==> config.mk <==
export PLATFORM = sky130hd
export DESIGN_NAME = sw_conditioner_flat
export DESIGN_NICKNAME = d
export VERILOG_FILES = /design/src/rtl/sw_pkg.sv /design/src/rtl/sw_conditioner_if.sv /design/src/rtl/sw_sync.sv /design/src/rtl/sw_conditioner.sv /design/src/flat_wrapper.sv
export SDC_FILE = /design/constraint.sdc
export NUM_CORES = 1
export LEC_CHECK = 0
export CAP_MARGIN = 20
export CORE_MARGIN = 4
export CORE_UTILIZATION = 50
export CTS_CLUSTER_DIAMETER = 100
export CTS_CLUSTER_SIZE = 16
export DETAILED_ROUTE_END_ITERATION = 8
export PLACE_DENSITY = 0.77
export SETUP_SLACK_MARGIN = 0.02
export SYNTH_ARGS = -nofsm -noshare
export SYNTH_HDL_FRONTEND = slang
export SYNTH_SLANG_ARGS = --single-unit
==> constraint.sdc <==
create_clock -name Clock -period 1.77 [get_ports Clock]
set_input_delay 0.177 -clock Clock [delete_from_list [all_inputs] [get_ports Clock]]
set_output_delay 0.177 -clock Clock [all_outputs]
set_load 0.005 [all_outputs]
==> src/rtl/sw_pkg.sv <==
// Shared types and widths for the switch conditioning stage.
package sw_pkg;

    localparam int unsigned SW_STROBE_BIT = 8;
    localparam int unsigned SW_DATA_W     = 8;
    localparam int unsigned SW_W          = SW_DATA_W + 1;

    typedef enum logic [1:0] {
        LOW_STABLE  = 2'd0,
        RISING      = 2'd1,
        HIGH_STABLE = 2'd2,
        FALLING     = 2'd3
    } sw_state_t;

endpackage

==> src/rtl/sw_conditioner_if.sv <==
// Switch bank in, conditioned switch bank and strobe events out.
interface sw_conditioner_if;
    import sw_pkg::*;

    logic [SW_W-1:0] SwIn;
    logic [SW_W-1:0] SwOut;
    logic            RiseEvt;
    logic            FallEvt;
    logic            Busy;

    modport master (output SwIn, input SwOut, RiseEvt, FallEvt, Busy);
    modport slave  (input SwIn, output SwOut, RiseEvt, FallEvt, Busy);

endinterface

==> src/rtl/sw_sync.sv <==
// Two-flop synchroniser for asynchronous inputs; both stages reset to 0.
module sw_sync #(
    parameter int unsigned WIDTH = 1
) (
    input  logic             Clock,
    input  logic             nReset,
    input  logic [WIDTH-1:0] async_i,
    output logic [WIDTH-1:0] sync_o
);

    logic [WIDTH-1:0] s1_q, s1_d;
    logic [WIDTH-1:0] s2_q, s2_d;

    // Next values: shift the raw input through two stages.
    always_comb begin
        s1_d = async_i;
        s2_d = s1_q;
    end

    // Synchroniser flops.
    always_ff @(posedge Clock or negedge nReset) begin
        if (!nReset) begin
            s1_q <= '0;
            s2_q <= '0;
        end else begin
            s1_q <= s1_d;
            s2_q <= s2_d;
        end
    end

    assign sync_o = s2_q;

endmodule

==> src/rtl/sw_conditioner.sv <==
// Synchronises the switch bank, debounces the strobe bit and latches the
// data byte on each qualified strobe rise.
module sw_conditioner
    import sw_pkg::*;
#(
    parameter int unsigned DEBOUNCE_CYCLES = 16,
    parameter int unsigned CNT_W           = $clog2(DEBOUNCE_CYCLES + 1)
) (
    input  logic             Clock,
    input  logic             nReset,
    sw_conditioner_if.slave  bus
);

    localparam logic [CNT_W-1:0] CNT_LAST = CNT_W'(DEBOUNCE_CYCLES - 1);
    localparam logic [CNT_W-1:0] CNT_ONE  = CNT_W'(1);

    logic [SW_W-1:0]      s2;
    logic                 s2_strobe;
    logic [SW_DATA_W-1:0] s2_data;

    sw_state_t            state_q, state_d;
    logic [CNT_W-1:0]     cnt_q, cnt_d;
    logic                 strobe_q, strobe_d;
    logic [SW_DATA_W-1:0] data_q, data_d;
    logic                 rise_q, rise_d;
    logic                 fall_q, fall_d;
    logic                 busy_q, busy_d;

    sw_sync #(.WIDTH(SW_W)) u_sync (
        .Clock   (Clock),
        .nReset  (nReset),
        .async_i (bus.SwIn),
        .sync_o  (s2)
    );

    assign s2_strobe = s2[SW_STROBE_BIT];
    assign s2_data   = s2[SW_DATA_W-1:0];

    // Debounce FSM: a strobe change is accepted only after it has persisted
    // at s2 for DEBOUNCE_CYCLES consecutive edges; data is captured on rises.
    always_comb begin
        state_d  = state_q;
        cnt_d    = cnt_q;
        strobe_d = strobe_q;
        data_d   = data_q;
        rise_d   = 1'b0;
        fall_d   = 1'b0;

        case (state_q)
            LOW_STABLE: begin
                if (s2_strobe) begin
                    if (DEBOUNCE_CYCLES == 1) begin
                        strobe_d = 1'b1;
                        data_d   = s2_data;
                        rise_d   = 1'b1;
                        state_d  = HIGH_STABLE;
                    end else begin
                        cnt_d   = CNT_ONE;
                        state_d = RISING;
                    end
                end
            end
            RISING: begin
                if (!s2_strobe) begin
                    cnt_d   = '0;
                    state_d = LOW_STABLE;
                end else if (cnt_q == CNT_LAST) begin
                    strobe_d = 1'b1;
                    data_d   = s2_data;
                    rise_d   = 1'b1;
                    cnt_d    = '0;
                    state_d  = HIGH_STABLE;
                end else begin
                    cnt_d = cnt_q + CNT_ONE;
                end
            end
            HIGH_STABLE: begin
                if (!s2_strobe) begin
                    if (DEBOUNCE_CYCLES == 1) begin
                        strobe_d = 1'b0;
                        fall_d   = 1'b1;
                        state_d  = LOW_STABLE;
                    end else begin
                        cnt_d   = CNT_ONE;
                        state_d = FALLING;
                    end
                end
            end
            FALLING: begin
                if (s2_strobe) begin
                    cnt_d   = '0;
                    state_d = HIGH_STABLE;
                end else if (cnt_q == CNT_LAST) begin
                    strobe_d = 1'b0;
                    fall_d   = 1'b1;
                    cnt_d    = '0;
                    state_d  = LOW_STABLE;
                end else begin
                    cnt_d = cnt_q + CNT_ONE;
                end
            end
            default: begin
                cnt_d   = '0;
                state_d = LOW_STABLE;
            end
        endcase

        busy_d = (state_d == RISING) || (state_d == FALLING);
    end

    // State, counter and registered outputs.
    always_ff @(posedge Clock or negedge nReset) begin
        if (!nReset) begin
            state_q  <= LOW_STABLE;
            cnt_q    <= '0;
            strobe_q <= 1'b0;
            data_q   <= '0;
            rise_q   <= 1'b0;
            fall_q   <= 1'b0;
            busy_q   <= 1'b0;
        end else begin
            state_q  <= state_d;
            cnt_q    <= cnt_d;
            strobe_q <= strobe_d;
            data_q   <= data_d;
            rise_q   <= rise_d;
            fall_q   <= fall_d;
            busy_q   <= busy_d;
        end
    end

    assign bus.SwOut   = {strobe_q, data_q};
    assign bus.RiseEvt = rise_q;
    assign bus.FallEvt = fall_q;
    assign bus.Busy    = busy_q;

endmodule

==> src/flat_wrapper.sv <==
// flat-port wrapper written by rule: the top's interface ports become plain ports
module sw_conditioner_flat import sw_pkg::*;
#(
    parameter int unsigned DEBOUNCE_CYCLES = 16,
    parameter int unsigned CNT_W           = $clog2(DEBOUNCE_CYCLES + 1)
)
  (Clock, nReset, bus_SwIn, bus_SwOut, bus_RiseEvt, bus_FallEvt, bus_Busy);
  sw_conditioner_if bus_i ();
  input  logic Clock;
  input  logic nReset;
  input wire logic [$bits(bus_i.SwIn)-1:0] bus_SwIn;
  output wire logic [$bits(bus_i.SwOut)-1:0] bus_SwOut;
  output wire logic [$bits(bus_i.RiseEvt)-1:0] bus_RiseEvt;
  output wire logic [$bits(bus_i.FallEvt)-1:0] bus_FallEvt;
  output wire logic [$bits(bus_i.Busy)-1:0] bus_Busy;
  assign bus_i.SwIn = bus_SwIn;
  assign bus_SwOut = bus_i.SwOut;
  assign bus_RiseEvt = bus_i.RiseEvt;
  assign bus_FallEvt = bus_i.FallEvt;
  assign bus_Busy = bus_i.Busy;
  sw_conditioner #(.DEBOUNCE_CYCLES(DEBOUNCE_CYCLES), .CNT_W(CNT_W)) u_core (.Clock(Clock), .nReset(nReset), .bus(bus_i));
endmodule
* Yosys cells after proc, flatten, opt, wreduce, memory -nomap -nowiden
Cells that the tools add are included.
** Cells by class
- Equal/unequal tests :: 12
- Reductions and logical operators :: 6
- Add/subtract/negate cells :: 1
- Muxes and demuxes :: 23
** Operators by type and width (number)
- $mux 5 :: 5
- $pmux 5 s4 :: 1
- $mux 2 :: 6
- $mux 1 :: 9
- $ne 2x2->1 const B :: 4
- $pmux 2 s4 :: 1
- $eq 2x2->1 const B :: 3
- $add 5x1->5 const B :: 1
- $eq 5x4->1 const B :: 1
- $reduce_and 5->1 :: 1
- $eq 2x1->1 const B :: 2
- $ne 2x1->1 const B :: 2
- $reduce_and 3->1 :: 1
- $logic_not 2->1 :: 1
- $pmux 1 s2 :: 1
- $reduce_and 2->1 :: 1
- $reduce_bool 2->1 :: 1
- $logic_or 1x1->1 :: 1
** Storage, ports and cells
- Word-level logic and storage cells :: 51
- Output and inout port bits :: 12
- Register bits after elaboration :: 37
- Bits of input ports :: 11

* Depth between registers and ports, before layout
- Depth after elaboration :: 6
- Depth in mapped cells :: 4
- Gate-level depth less buffers :: 4

* Hierarchy
A second synthesis with hierarchy kept.
** Second synthesis, totals
- Cells, all modules :: 79
- Area total of the unflattened synthesis :: 1226.2 um^2
** Modules (own cells, without submodules)
- sw_conditioner :: cells an instance 61, seq. area each 450.4 um^2, area each 775.7 um^2, times used 1
- sw_sync :: cells an instance 18, seq. area each 450.4 um^2, area each 450.4 um^2, times used 1

* Worst setup path after synthesis
Ideal clock, no wire load.
- Path type :: reg2reg
- Start point :: register u_core.cnt_q[0]
- End point :: register u_core.data_q[0]
- Cell stages (with the launch flop) :: 5
- Path buffers :: 0
- Arrival :: 1.296 ns
- Data required time :: 1.645 ns
- Path slack :: 0.350 ns
- Clock period less this slack :: 1.420 ns
- Setup time :: 0.125 ns
- Cells stage by stage :: dfrtp_1 -> ha_1 -> and4b_4 -> nand4_4 -> mux2_2
** Between the ends
- Cells in the longest elaborated chain, start to end :: 2
** RTL lines
- start, declared :: RTL line sw_conditioner.sv:22 : logic [CNT_W-1:0] cnt_q, cnt_d;
- start signal, assigned :: RTL line sw_conditioner.sv:123 : cnt_q <= cnt_d;
- $eq 5x4->1 :: RTL line sw_conditioner.sv:67 : end else if (cnt_q == CNT_LAST) begin
- $reduce_and 3->1 (no source line)
- end signal, assigned :: RTL line sw_conditioner.sv:125 : data_q <= data_d;
- end, declared :: RTL line sw_conditioner.sv:24 : logic [SW_DATA_W-1:0] data_q, data_d;
Every way passes these cells.
A chain may end at the register's enable or synchronous reset.

* Final worst setup path
- Start point :: register u_core.cnt_q[0]
- End point :: register u_core.data_q[7]
The elaborated chain is that of the path after synthesis.

==> flow_metrics.env <==
export IMPL_clkLatencyLatePin_ns=0.32
export IMPL_final_max_slew_viol_count=0
export IMPL_antenna_violations_before_repair=0
export IMPL_crit_path_start_kind="flip-flop"
export IMPL_yosysMostFrequentCell="sky130_fd_sc_hd__dfrtp_1"
export IMPL_max_vdd_ir_drop_mv=0.766
export IMPL_chipWidth_um=58.3
export IMPL_drv_cap=0
export IMPL_synth_area_leaders="sky130_fd_sc_hd__dfrtp_1 73%, sky130_fd_sc_hd__mux2_2 7.1%, sky130_fd_sc_hd__nand3_1 2.0%"
export IMPL_syn_to_final_growth_pct=27.1
export IMPL_io_pin_count=23
export IMPL_detail_route_wirelength_um=1690
export IMPL_syn_instance_count=81
export IMPL_synth_top_family_by_area="simple AND/OR/NAND/NOR gates"
export IMPL_rsz0062_at_grt="no"
export IMPL_seqCellArea_um2=926
export IMPL_power_density_over_the_cells_mw_per_mm2=1030
export IMPL_power_leakage_nw=0.740
export IMPL_die_h_um=58.3
export IMPL_synth_adder_area_share_pct=0.989
export IMPL_global_route_usage_total_pct=12.1
export IMPL_synth_cell_area_mm2=0.00126
export IMPL_crit_path_max_fanout=10
export IMPL_drt_pass1_iterations=4
export IMPL_grt_start_max_net_pins=38
export IMPL_root_buffer="sky130_fd_sc_hd__clkbuf_4"
export IMPL_vias=687
export IMPL_clock_skew_final_ns=0.00941
export IMPL_yosysUniqueCellTypes=20
export IMPL_tritoncts_num_sinks=37
export IMPL_setup_ws_ns=0.240
export IMPL_outcome="completed"
export IMPL_synth_top_area_cell="sky130_fd_sc_hd__dfrtp_1"
export IMPL_grt_overflow=0
export IMPL_relSlewSlack_pct=71.2
export IMPL_cts_setup_buffers=0
export IMPL_clk_pin_slew_ns=0.11
export IMPL_htreeDepth=2
export IMPL_detailedPlace_worstSlack_ns=0.242
export IMPL_cp_buffers_inverters=0
export IMPL_fin_util_pct=69.3
export IMPL_fp_dieArea_mm2=0.00340
export IMPL_r2r_start="u_core.cnt_q[0]$_DFFE_PN0P_"
export IMPL_multiInputGateArea_um2=298
export IMPL_synth_xor_xnor_area_share_pct=2.08
export IMPL_synthMuxAreaShare_pct=7.12
export IMPL_global_route_wire_length_before_repair_um=2970
export IMPL_criticalPathCategory="reg -> reg"
export IMPL_reg2reg_slack_ns=0.24
export IMPL_yosysSeqAreaShare_pct=73.2
export IMPL_final_fill_count=152
export IMPL_place_hpwl_um=1200
export IMPL_synth_enable_flop_cells=0
export IMPL_timing_critical_path_max_delay_family="simple AND/OR/NAND/NOR gates"
export IMPL_report_final_setup_viol=0
export IMPL_drt_wirelength_per_cell_um=12.4
export IMPL_postSynth_asyncResetShare_pct=100
export IMPL_num_nets_final=120
export IMPL_initial_core_util_pct=54.6
export IMPL_ctsHoldBuffers=0
export IMPL_yosys_area_share_simple_pct=8.01
export IMPL_critical_path_max_stage_delay_ns=0.39
export IMPL_first_global_vias=702
export IMPL_antenna_cells=0
export IMPL_r2r_worst_path_cells=4
export IMPL_synthesis_nets=93
export IMPL_post_cts_resize_count=0
export IMPL_finalCritPeriodShare_pct=86.4
export IMPL_post_synthesis_mean_instance_area_um2=15.6
export IMPL_detailedRoute_firstIterationViolations=8
export IMPL_synth_common_cells="37 x sky130_fd_sc_hd__dfrtp_1, 8 x sky130_fd_sc_hd__mux2_2, 5 x sky130_fd_sc_hd__inv_1, 5 x sky130_fd_sc_hd__nand3_1, 4 x sky130_fd_sc_hd__o21ai_0"
export IMPL_timing_final_crit_period_ns=1.53
export IMPL_synthesized_area_fraction_occupied_by_ao_oa_aoi_and_oai_cells_pct=5.34
export IMPL_place_gp_congestion=0.753
export IMPL_drtAntennaViolNets=0
export IMPL_r2r_end="u_core.data_q[7]$_DFFE_PN0P_"
export IMPL_core_area_mm2=0.00232
export IMPL_synth_top_flop_cell="sky130_fd_sc_hd__dfrtp_1"
export IMPL_setup_total_negative_slack_ns=0
export IMPL_slew_of_the_pin_with_the_lowest_slew_margin_ns=0.428
export IMPL_count_of_synthesis_stage_warnings_from_yosys=0
export IMPL_drive_above_1_share_pct=18.3
export IMPL_crit_required_ns=1.98
export IMPL_path_depth=4
export IMPL_critical_path_cell_by_cell="ha_1, and4b_4, nand4_4, mux2_2"
export IMPL_rows=17
export IMPL_fmax_ghz=0.654
export IMPL_ctsLongestPathBuffers=2
export IMPL_port_buffer_count=22
export IMPL_cp_arrival_ns=1.74
export IMPL_endpoint_kind="flip-flop"
export IMPL_crit_slowest_cell="sky130_fd_sc_hd__dfrtp_1"
export IMPL_routed_via_density=5.01
export IMPL_drcViolationCount=0
export IMPL_cts_tree="built"
export IMPL_synth_seq_cells=37
export IMPL_numCtsBuffers=5
export IMPL_min_delay_path_class="in -> async"
export IMPL_synth_top_area_share_pct=73.2
export IMPL_final_hold_viol_count=0
-- worst max path at each step --
stage / start / endpoint / slack [ns]
6_report: u_core.cnt_q[0]$_DFFE_PN0P_ / u_core.data_q[7]$_DFFE_PN0P_ / 0.24
3_5_place_dp: u_core.cnt_q[0]$_DFFE_PN0P_ / u_core.data_q[6]$_DFFE_PN0P_ / 0.24
4_1_cts: u_core.cnt_q[0]$_DFFE_PN0P_ / u_core.data_q[1]$_DFFE_PN0P_ / 0.22
3_3_place_gp: u_core.cnt_q[0]$_DFFE_PN0P_ / u_core.data_q[1]$_DFFE_PN0P_ / 0.28
2_1_floorplan: u_core.cnt_q[0]$_DFFE_PN0P_ / u_core.data_q[0]$_DFFE_PN0P_ / 0.35
5_1_grt: u_core.cnt_q[0]$_DFFE_PN0P_ / u_core.cnt_q[1]$_DFFE_PN0P_ / 0.15
-- registers in the layout (all words and copies together), names as in the netlist --
register              flops
u_core.bus.FallEvt        1
u_core.bus.Busy           1
u_core.state_q            2
u_core.strobe_q           1
u_core.u_sync.s1_q        9
u_core.data_q             8
u_core.u_sync.sync_o      9
u_core.cnt_q              5
u_core.bus.RiseEvt        1
-- layout make-up --
type | count | share of cell area (%)
clock inverter | 3 | 4.05
inverter | 5 | 1.17
timing repair buffer | 23 | 14.2
tap | 28 | 2.18
sequential | 37 | 57.6
clock buffer | 5 | 2.33
multi-input combinational | 36 | 18.5
-- kinds of logic (layout without fill, tap and decap cells) --
kind of cell / after synthesis / count (layout)
xor+xnor: 3 / 3
fa+ha+maj: 1 / 1
buf+inv: 8 / 36
mux: 8 / 8
compound gates: 10 / 10
flops: 37 / 37
simple gates: 14 / 14
-- through the flow --
step	area, µm²	hold WS (ns)	power [mW]	cells
finish	1610	0.251	1.66	137
global route	1610	0.252	1.73	137
CTS	1610	0.256	1.68	137
detailed placement	1510	0.335	0.979	129
global placement	1510	0.331	0.976	129
floorplan	1260	-0.119	0.932	81
-- power breakdown --
group | internal, mW | leakage, nW | total, mW | switching (mW)
sequential | 0.875 | 0.462 | 0.893 | 0.0178
clock | 0.437 | 0.0552 | 0.696 | 0.259
combinational | 0.0348 | 0.223 | 0.0666 | 0.0318
-- layer usage --
layer	wire, µm	vias up	global-route usage, %
met5	0	-	0
met4	13	0	6.95
met3	124	2	4.82
met2	842	21	20.4
met1	713	333	12.6
li1	-	331	-
-- cell usage in the layout, fill, tap and decap left out --
| cell type | synthesis | layout |
|---|---|---|
| sky130_fd_sc_hd__dfrtp_1 | 37 | 37 |
| sky130_fd_sc_hd__clkdlybuf4s50_1 | 0 | 22 |
| sky130_fd_sc_hd__mux2_2 | 8 | 8 |
| sky130_fd_sc_hd__inv_1 | 5 | 5 |
| sky130_fd_sc_hd__nand3_1 | 5 | 5 |
| sky130_fd_sc_hd__clkbuf_4 | 0 | 5 |
| sky130_fd_sc_hd__o21ai_0 | 4 | 4 |
| sky130_fd_sc_hd__nor2_1 | 3 | 3 |
| sky130_fd_sc_hd__xor2_1 | 2 | 2 |
| sky130_fd_sc_hd__o211ai_1 | 2 | 2 |
| sky130_fd_sc_hd__o21a_1 | 2 | 2 |
| sky130_fd_sc_hd__bufinv_16 | 0 | 2 |
| sky130_fd_sc_hd__and4b_4 | 1 | 1 |
| sky130_fd_sc_hd__and2_2 | 1 | 1 |
| sky130_fd_sc_hd__xnor2_1 | 1 | 1 |
| sky130_fd_sc_hd__nand4_4 | 1 | 1 |
| sky130_fd_sc_hd__nor3b_1 | 1 | 1 |
| sky130_fd_sc_hd__or3_1 | 1 | 1 |
| sky130_fd_sc_hd__o2bb2ai_1 | 1 | 1 |
| sky130_fd_sc_hd__nand4b_1 | 1 | 1 |
| sky130_fd_sc_hd__a311oi_1 | 1 | 1 |
| sky130_fd_sc_hd__ha_1 | 1 | 1 |
| sky130_fd_sc_hd__clkinv_2 | 0 | 1 |
| sky130_fd_sc_hd__buf_4 | 3 | 1 |
No activity file was read; power rests on OpenSTA's default activity.
